==> src/rtl/uart_pkg.sv <==
// uart_pkg: shared types and timing helper for the UART transmitter
package uart_pkg;

    typedef enum logic [2:0] {IDLE, START, DATA, PARITY, STOP} uart_tx_state_t;

    typedef enum logic [1:0] {PAR_NONE, PAR_EVEN, PAR_ODD, PAR_NONE2} uart_parity_t;

    function automatic int clks_per_bit(input int clk_freq, input int baud);
        return clk_freq / baud;
    endfunction

endpackage

==> src/rtl/uart_tx_param_if.sv <==
// uart_tx_param_if: word handshake between a byte source and the UART transmitter
// parity_mode is present only when UART_TX_PARITY_EN is defined.
interface uart_tx_param_if #(
    parameter int DATA_BITS = 8
);
    import uart_pkg::*;

    logic [DATA_BITS-1:0] tx_data;
    logic                 tx_valid;
    logic                 tx_ready;
`ifdef UART_TX_PARITY_EN
    uart_parity_t         parity_mode;

    modport master (output tx_data, tx_valid, parity_mode, input tx_ready);
    modport slave  (input tx_data, tx_valid, parity_mode, output tx_ready);
`else
    modport master (output tx_data, tx_valid, input tx_ready);
    modport slave  (input tx_data, tx_valid, output tx_ready);
`endif

endinterface

==> src/rtl/uart_baud_gen.sv <==
// uart_baud_gen: bit-period counter with restart, flags the last and next-to-last cycle of a bit
module uart_baud_gen #(
    parameter int CPB = 2
) (
    input  logic clk,
    input  logic rst,
    input  logic restart,
    output logic bit_end,
    output logic almost_end
);
    localparam int CW = $clog2(CPB);

    logic [CW-1:0] cnt;

    assign bit_end    = cnt == CW'(CPB - 1);
    assign almost_end = cnt == CW'(CPB - 2);

    always_ff @(posedge clk) begin
        if (rst || restart || bit_end)
            cnt <= '0;
        else
            cnt <= cnt + CW'(1);
    end

endmodule

==> src/rtl/uart_tx_param.sv <==
// uart_tx_param: parametrised UART transmitter (start, data LSB first, optional parity, stop bits)
// Parity support and the parity_mode signal are compiled in with UART_TX_PARITY_EN.
module uart_tx_param
    import uart_pkg::*;
#(
    parameter int CLK_FREQ  = 100_000_000,
    parameter int BAUD_RATE = 9600,
    parameter int DATA_BITS = 8,
    parameter int STOP_BITS = 1
) (
    input  logic           clk,
    input  logic           rst,
    uart_tx_param_if.slave bus,
    output logic           tx,
    output logic           tx_busy
);
    localparam int CPB = clks_per_bit(CLK_FREQ, BAUD_RATE);
    localparam int IW  = $clog2(DATA_BITS);

    if (CPB < 2) begin : g_cpb_chk
        $error("uart_tx_param: CLKS_PER_BIT must be at least 2");
    end
    if (DATA_BITS < 5 || DATA_BITS > 9) begin : g_data_chk
        $error("uart_tx_param: DATA_BITS must be 5..9");
    end
    if (STOP_BITS < 1 || STOP_BITS > 2) begin : g_stop_chk
        $error("uart_tx_param: STOP_BITS must be 1 or 2");
    end

    uart_tx_state_t       state, state_n;
    logic [IW-1:0]        idx, idx_n;
    logic [DATA_BITS-1:0] sh, sh_n;
    logic                 ready, ready_n, tx_n, accept, bit_end, almost_end;
`ifdef UART_TX_PARITY_EN
    logic                 par, par_n, par_en, par_en_n;
`endif

    assign accept       = bus.tx_valid & ready;
    assign bus.tx_ready = ready;

    uart_baud_gen #(.CPB(CPB)) u_baud (
        .clk        (clk),
        .rst        (rst),
        .restart    (accept),
        .bit_end    (bit_end),
        .almost_end (almost_end)
    );

    always_comb begin
        state_n = state;
        idx_n   = idx;
        sh_n    = accept ? bus.tx_data : sh;
`ifdef UART_TX_PARITY_EN
        par_n    = accept ? (^bus.tx_data) ^ (bus.parity_mode == PAR_ODD) : par;
        par_en_n = accept ? (bus.parity_mode == PAR_EVEN || bus.parity_mode == PAR_ODD) : par_en;
`endif
        case (state)
            IDLE:   state_n = accept ? START : IDLE;
            START: begin
                state_n = bit_end ? DATA : START;
                idx_n   = '0;
            end
            DATA: if (bit_end) begin
                sh_n  = sh >> 1;
                idx_n = idx + IW'(1);
                if (idx == IW'(DATA_BITS - 1)) begin
                    idx_n = '0;
`ifdef UART_TX_PARITY_EN
                    state_n = par_en ? PARITY : STOP;
`else
                    state_n = STOP;
`endif
                end
            end
`ifdef UART_TX_PARITY_EN
            PARITY: state_n = bit_end ? STOP : PARITY;
`endif
            STOP: if (bit_end) begin
                idx_n = idx + IW'(1);
                if (idx == IW'(STOP_BITS - 1))
                    state_n = accept ? START : IDLE;
            end
            default: state_n = IDLE;
        endcase
        tx_n = (state_n == START) ? 1'b0 : (state_n == DATA) ? sh_n[0] : 1'b1;
`ifdef UART_TX_PARITY_EN
        if (state_n == PARITY)
            tx_n = par_n;
`endif
        // ready is registered, so raise it one cycle ahead of the final stop cycle
        ready_n = (state_n == IDLE) ||
                  (state_n == STOP && idx_n == IW'(STOP_BITS - 1) && almost_end);
    end

    always_ff @(posedge clk) begin
        if (rst) begin
            state   <= IDLE;
            idx     <= '0;
            sh      <= '0;
            tx      <= 1'b1;
            tx_busy <= 1'b0;
            ready   <= 1'b0;
`ifdef UART_TX_PARITY_EN
            par     <= 1'b0;
            par_en  <= 1'b0;
`endif
        end else begin
            state   <= state_n;
            idx     <= idx_n;
            sh      <= sh_n;
            tx      <= tx_n;
            tx_busy <= state_n != IDLE;
            ready   <= ready_n;
`ifdef UART_TX_PARITY_EN
            par     <= par_n;
            par_en  <= par_en_n;
`endif
        end
    end

endmodule

==> src/flat_wrapper.sv <==
// flat-port wrapper written by rule: the top's interface ports become plain ports
module uart_tx_param_flat import uart_pkg::*;
#(
    parameter int CLK_FREQ  = 100_000_000,
    parameter int BAUD_RATE = 9600,
    parameter int DATA_BITS = 8,
    parameter int STOP_BITS = 1
)
  (clk, rst, tx, tx_busy, bus_tx_data, bus_tx_valid, bus_tx_ready);
  uart_tx_param_if #(.DATA_BITS(DATA_BITS)) bus_i ();
  input  logic clk;
  input  logic rst;
  output logic tx;
  output logic tx_busy;
  input wire logic [$bits(bus_i.tx_data)-1:0] bus_tx_data;
  input wire logic [$bits(bus_i.tx_valid)-1:0] bus_tx_valid;
  output wire logic [$bits(bus_i.tx_ready)-1:0] bus_tx_ready;
  assign bus_i.tx_data = bus_tx_data;
  assign bus_i.tx_valid = bus_tx_valid;
  assign bus_tx_ready = bus_i.tx_ready;
  uart_tx_param #(.CLK_FREQ(CLK_FREQ), .BAUD_RATE(BAUD_RATE), .DATA_BITS(DATA_BITS), .STOP_BITS(STOP_BITS)) u_core (.clk(clk), .rst(rst), .bus(bus_i), .tx(tx), .tx_busy(tx_busy));
endmodule
==> config.mk <==
export PLATFORM = sky130hd
export DESIGN_NAME = uart_tx_param_flat
export DESIGN_NICKNAME = d
export VERILOG_FILES = /design/src/rtl/uart_pkg.sv /design/src/rtl/uart_tx_param_if.sv /design/src/rtl/uart_baud_gen.sv /design/src/rtl/uart_tx_param.sv /design/src/flat_wrapper.sv
export SDC_FILE = /design/constraint.sdc
export NUM_CORES = 1
export LEC_CHECK = 0
export ABC_AREA = 1
export BUFFER_PORTS_ARGS = -buffer_cell sky130_fd_sc_hd__buf_2
export CORE_ASPECT_RATIO = 0.7
export CORE_MARGIN = 1.5
export CORE_UTILIZATION = 35
export CTS_BUF_LIST = sky130_fd_sc_hd__clkbuf_16
export DETAILED_ROUTE_END_ITERATION = 8
export MAX_ROUTING_LAYER = met4
export PLACE_DENSITY = 0.5
export SYNTH_ARGS = -nofsm -noshare
export SYNTH_HDL_FRONTEND = slang
export SYNTH_HIERARCHICAL = 1
export SYNTH_SLANG_ARGS = --single-unit
export TNS_END_PERCENT = 10
==> constraint.sdc <==
create_clock -name clk -period 2.2 [get_ports clk]
set_clock_uncertainty 0.15 [all_clocks]
set_input_delay 0.44 -clock clk [delete_from_list [all_inputs] [get_ports clk]]
set_output_delay 0.44 -clock clk [all_outputs]
set_load 0.01 [all_outputs]
# Yosys cells after proc, flatten, opt, wreduce, memory -nomap -nowiden

Index checks and enable logic that the tools add are counted.

Bits in registers: 31
Logic and storage cells: 45

Add/sub/neg operators: 2
Eq/ne operators: 9
Muxes and demuxes: 16
Bitwise operators: 1
Reductions and logical operators: 10

Operator list:

| operator              | count |
|---|---|
| $eq 14x14->1 const B  | 2 |
| $mux 8                | 3 |
| $mux 3                | 7 |
| $add 14x1->14 const B | 1 |
| $logic_not 3->1       | 4 |
| $pmux 3 s4            | 1 |
| $eq 3x3->1 const B    | 3 |
| $pmux 3 s3            | 1 |
| $eq 3x1->1 const B    | 2 |
| $eq 3x2->1 const B    | 2 |
| $add 3x1->3 const B   | 1 |
| $logic_or 1x1->1      | 3 |
| $mux 1                | 3 |
| $reduce_bool 3->1     | 1 |
| $logic_and 1x1->1     | 2 |
| $mux 2                | 1 |
| $and 1x1->1           | 1 |

# Depth between registers and ports, before layout

Depth after elaboration: 9
Gate-level depth with buffers: 16
Depth with buffers taken out: 15

# Cells and area by module

The synthesis kept the hierarchy.

By module, submodules not included:

| module        | times used | cells an instance | area an instance (µm²) | seq. area each (µm²) |
|---|---|---|---|---|
| uart_tx_param | 1          | 131               | 893.4                  | 340.3 |
| uart_baud_gen | 1          | 105               | 720.7                  | 280.3 |

# Worst setup path after synthesis

Ideal clock, no wire load.

Path kind: register to register
Start point: register u_core.u_baud.cnt[0]
End point: register u_core.ready, in the netlist u_core/bus.tx_ready
Setup time: 0.066 ns
Data arrival time: 1.598 ns
Required time: 1.984 ns
Path slack: 0.386 ns
Stages on the path, launching flop included: 15
Buffers on the path: 1
Path through: dfxtp_1 -> ha_1 -> nand3_2 -> nor2_1 -> nand2_1 -> inv_1 -> buf_6 -> inv_1 -> nor2_1 -> a21oi_1 -> nand2_1 -> nand3_1 -> nor2_1 -> nand2_1 -> a21oi_2

Longest elaborated chain between the ends: 7
Elaborated cells on any way between the ends: 15
Those cells by class: eq/ne: 3; mux: 7; reduce/logical: 5

RTL lines:

| item                                          | line                 | source |
|---|---|---|
| from (decl)                                   | uart_baud_gen.sv:13  | `logic [CW-1:0] cnt;` |
| from (signal assigned)                        | uart_baud_gen.sv:22  | `cnt <= cnt + CW'(1);` |
| $eq 14x14->1 *                                | uart_baud_gen.sv:15  | `assign bit_end = cnt == CW'(CPB - 1);` |
| named net u_core.bit_end                      | uart_tx_param.sv:33  | `logic ready, ready_n, tx_n, accept, bit_end, almost_end;` |
| $mux 3, or another cell as far along          | uart_tx_param.sv:78  | `STOP: if (bit_end) begin` |
| $pmux 3 s4 or $pmux 3 s3 (tied branches)      | uart_tx_param.sv:57  | `case (state)` |
| $eq 3x3->1 or $logic_not 3->1 (tied branches) | uart_tx_param.sv:92  | `(state_n == STOP && idx_n == IW'(STOP_BITS - 1) && almost_end);` |
| $logic_and 1x1->1 (2 in series)               | uart_tx_param.sv:92  |  |
| $logic_or 1x1->1 *                            | uart_tx_param.sv:91  | `ready_n = (state_n == IDLE) \|\|` |
| to (signal assigned)                          | uart_tx_param.sv:113 | `ready <= ready_n;` |
| to (decl)                                     | uart_tx_param.sv:33  |  |

The timed path passes the listed nets; every way through them passes the cells marked *.
A chain may end at the register's enable or synchronous reset.

# Worst setup path in the final report

Ends and elaborated chain as after synthesis.

==> metrics.txt <==
vias post-DR=around 1400; mapped cell area=0.00161 mm2; max cap viols=0; WL/cell=10.5 um; unique cell type count in the Yosys netlist=24; die height=59.8 um; Slew Limit Headroom=0.756; ys async rst share=0; Worst IR Drop VDD=0.431 mV; Post-route DRC=0; leading cell type by number of instances after synthesis=nand2_1; Avg Inst Size Synth=approximately 6.8 um2; Clk pwr share=0.527; post-layout min period=1.95 ns; P_leak=0.789 nW; clock sinks=31; vias in the first global route=1230; synth warn=6; clk slew on worst S/H paths=0.05 ns; Finish-stage setup viols=0; drt total wl=3.21 mm; CP arrival=2.01 ns; Clock Path Buffers=2; startpoint class of the critical path=flop; hold_buf cts=0; clk root buf=clkbuf_16; antenna violations before repair=0; RSZ-0062 raised after global routing=no; combinational power share=0.063; status=complete, no violations; largest net degree at the start of global routing=15; Synth Net Count=around 250; EDFF count, synth=0; post-synthesis sequential area ratio=0.384; sequential share of power=0.410; pwr dens=770 mW/mm2; layout cell share with drive strength beyond 1=0.179; Final Hold Viols=0; Critical Path RT=2.26 ns; main flop type after synthesis=dfxtp_1; Final Max Slew Viols=0; NumNets Final=between 200 and 300; die area=0.00503 mm2; storage element area=623 um2; Pint=between 1 and 1.5 mW; final worst-path cycle share=0.887; FMAX=513 MHz; P_sw=between 0.3 and 0.4 mW; top cells by area, synth=dfxtp_1 (38%), nand2_1 (13%), nor2_1 (7.9%), inv_1 (6.5%), a21oi_1 (4.7%); CTS tree=done; register bit total from synthesis=31; Row Count=20; Filler cells=437; Worst Path Max Fanout=8; global-route wire length before repair=5.60 mm; Slew @ Worst Pin=0.366 ns; top post-synthesis cells by count=nand2_1 (58), nor2_1 (34), dfxtp_1 (31); crit path kind=flop to flop; vias per cell=4.50; DP Wirelength=2.35 mm; IO Pins=14; gpl congestion=around 0.9; First-pass DRT Iterations=4; total global-route track usage=0.150; Core Area=0.00438 mm2; switching share of power=0.208; total CTS buffers=5; Synth area leader=dfxtp_1; H-tree depth=2; fin util=0.428; Synth top area share=0.384; gr ovfl total=0; worst hold path class=flop to flop; area delta synth->final=16.2%; Port Buffers=13; Setup crit end kind=flop; footprint of the multi-input gates=approximately 820 um2; # diodes=0; Fin Setup TNS=0 ns; post-route ant nets=0; Syn Inst Count=about 240; initial DRC count=171; Initial Utilization=0.369; clk_lat worst skew=roughly 0.27 ns; Die X=84.2 um
==> final timing paths <==
| kind | to | cells after the start | slack [ns] | from |
|---|---|---|---|---|
| worst max-delay path | u_core/bus.tx_ready$_SDFF_PP0_ | 13 | 0.25 | u_core/u_baud/cnt[0]$_SDFF_PP0_ |
| worst min-delay path | u_core/u_baud/cnt[0]$_SDFF_PP0_ | 1 | 0.30 | u_core/u_baud/cnt[0]$_SDFF_PP0_ |
| worst max register to register | u_core/bus.tx_ready$_SDFF_PP0_ | 13 | 0.25 | u_core/u_baud/cnt[0]$_SDFF_PP0_ |
| worst min register to register | u_core/u_baud/cnt[0]$_SDFF_PP0_ | 1 | 0.30 | u_core/u_baud/cnt[0]$_SDFF_PP0_ |
==> placed cells by master (no fill, tap or decap), drive strengths merged <==
| cell type | instances |
|---|---|
| buf | 13 |
| xor2 | 3 |
| a211oi | 1 |
| bufinv | 1 |
| ha | 5 |
| a31oi | 1 |
| clkinv | 2 |
| clkbuf | 5 |
| nand2 | 63 |
| nand4 | 4 |
| o21ai | 17 |
| a21oi | 16 |
| nor4 | 1 |
| or2 | 1 |
| nand3b | 1 |
| inv | 35 |
| xnor2 | 3 |
| nand3 | 12 |
| dfxtp | 31 |
| nor2 | 37 |
==> per-stage QoR <==
stage / instances / instance area (um2) / power (mW) / hold WS (ns) / setup WS [ns]
detailed placement: 299 / 1700 / 0.694 / 0.288 / 0.147
floorplan: 236 / 1610 / 0.669 / 0.274 / 0.386
CTS: 307 / 1870 / 1.47 / 0.293 / 0.123
finish: 307 / 1880 / 1.44 / 0.295 / 0.250
global route: 307 / 1880 / 1.51 / 0.314 / 0.0113
global placement: 299 / 1700 / 0.696 / 0.293 / 0.186
==> cell families (layout without fill, tap and decap cells) <==
family	after synthesis	in the layout	synth area share
xor gates and xnor gates	6	6	0.0326
AOI/OAI and AO/OA	35	35	0.113
DFF	31	31	0.384
buffers and inverters	40	56	0.109
adders and majority gates	5	5	0.0388
and+or+nand+nor	119	119	0.322
==> power groups by stage <==
stage / Clock [mW] / Combinational, mW / Sequential, mW
after floorplan: 0 / 0.0649 / 0.604
after global placement: 0 / 0.0932 / 0.603
after detailed placement: 0 / 0.0908 / 0.603
after CTS: 0.784 / 0.0913 / 0.591
after global routing: 0.811 / 0.106 / 0.595
final: 0.761 / 0.0906 / 0.593
==> critical path: stages (launching register included) <==
cell and delay [ns]:
dfxtp_2 0.35, ha_2 0.21, nand3_2 0.12, nor2_1 0.12
nand2_1 0.12, inv_2 0.15, inv_1 0.10, nor2_1 0.10
a21oi_1 0.05, nand2_1 0.08, nand3_1 0.08, nor2_1 0.09
nand2_1 0.07, a21oi_2 0.11
==> layout make-up <==
type                    count  area share
multi-input cells         165       0.439
flip-flops and latches     31       0.332
inverters                  35      0.0700
clock buffers               5      0.0667
well taps                  55      0.0367
repair buffers             13      0.0347
clock inverters             3      0.0207
==> state kept, by name, indices dropped and copies added, names as in the netlist <==
register	count
u_core/sh	8
u_core/bus.tx_ready	1
u_core/idx	3
u_core/state	3
u_core/tx	1
u_core/tx_busy	1
u_core/u_baud/cnt	14
==> layer usage <==
layer	wire length (um)	track usage
met5	0	-
met4	44	0.0562
met1	1820	0.209
met3	131	0.0470
met2	1220	0.201
==> repair_timing <==
action,CTS,global route
gates resized for setup,0,5
setup buffers,0,0
setup endpoints to repair,0,2
No activity file was read; power rests on OpenSTA's default activity.
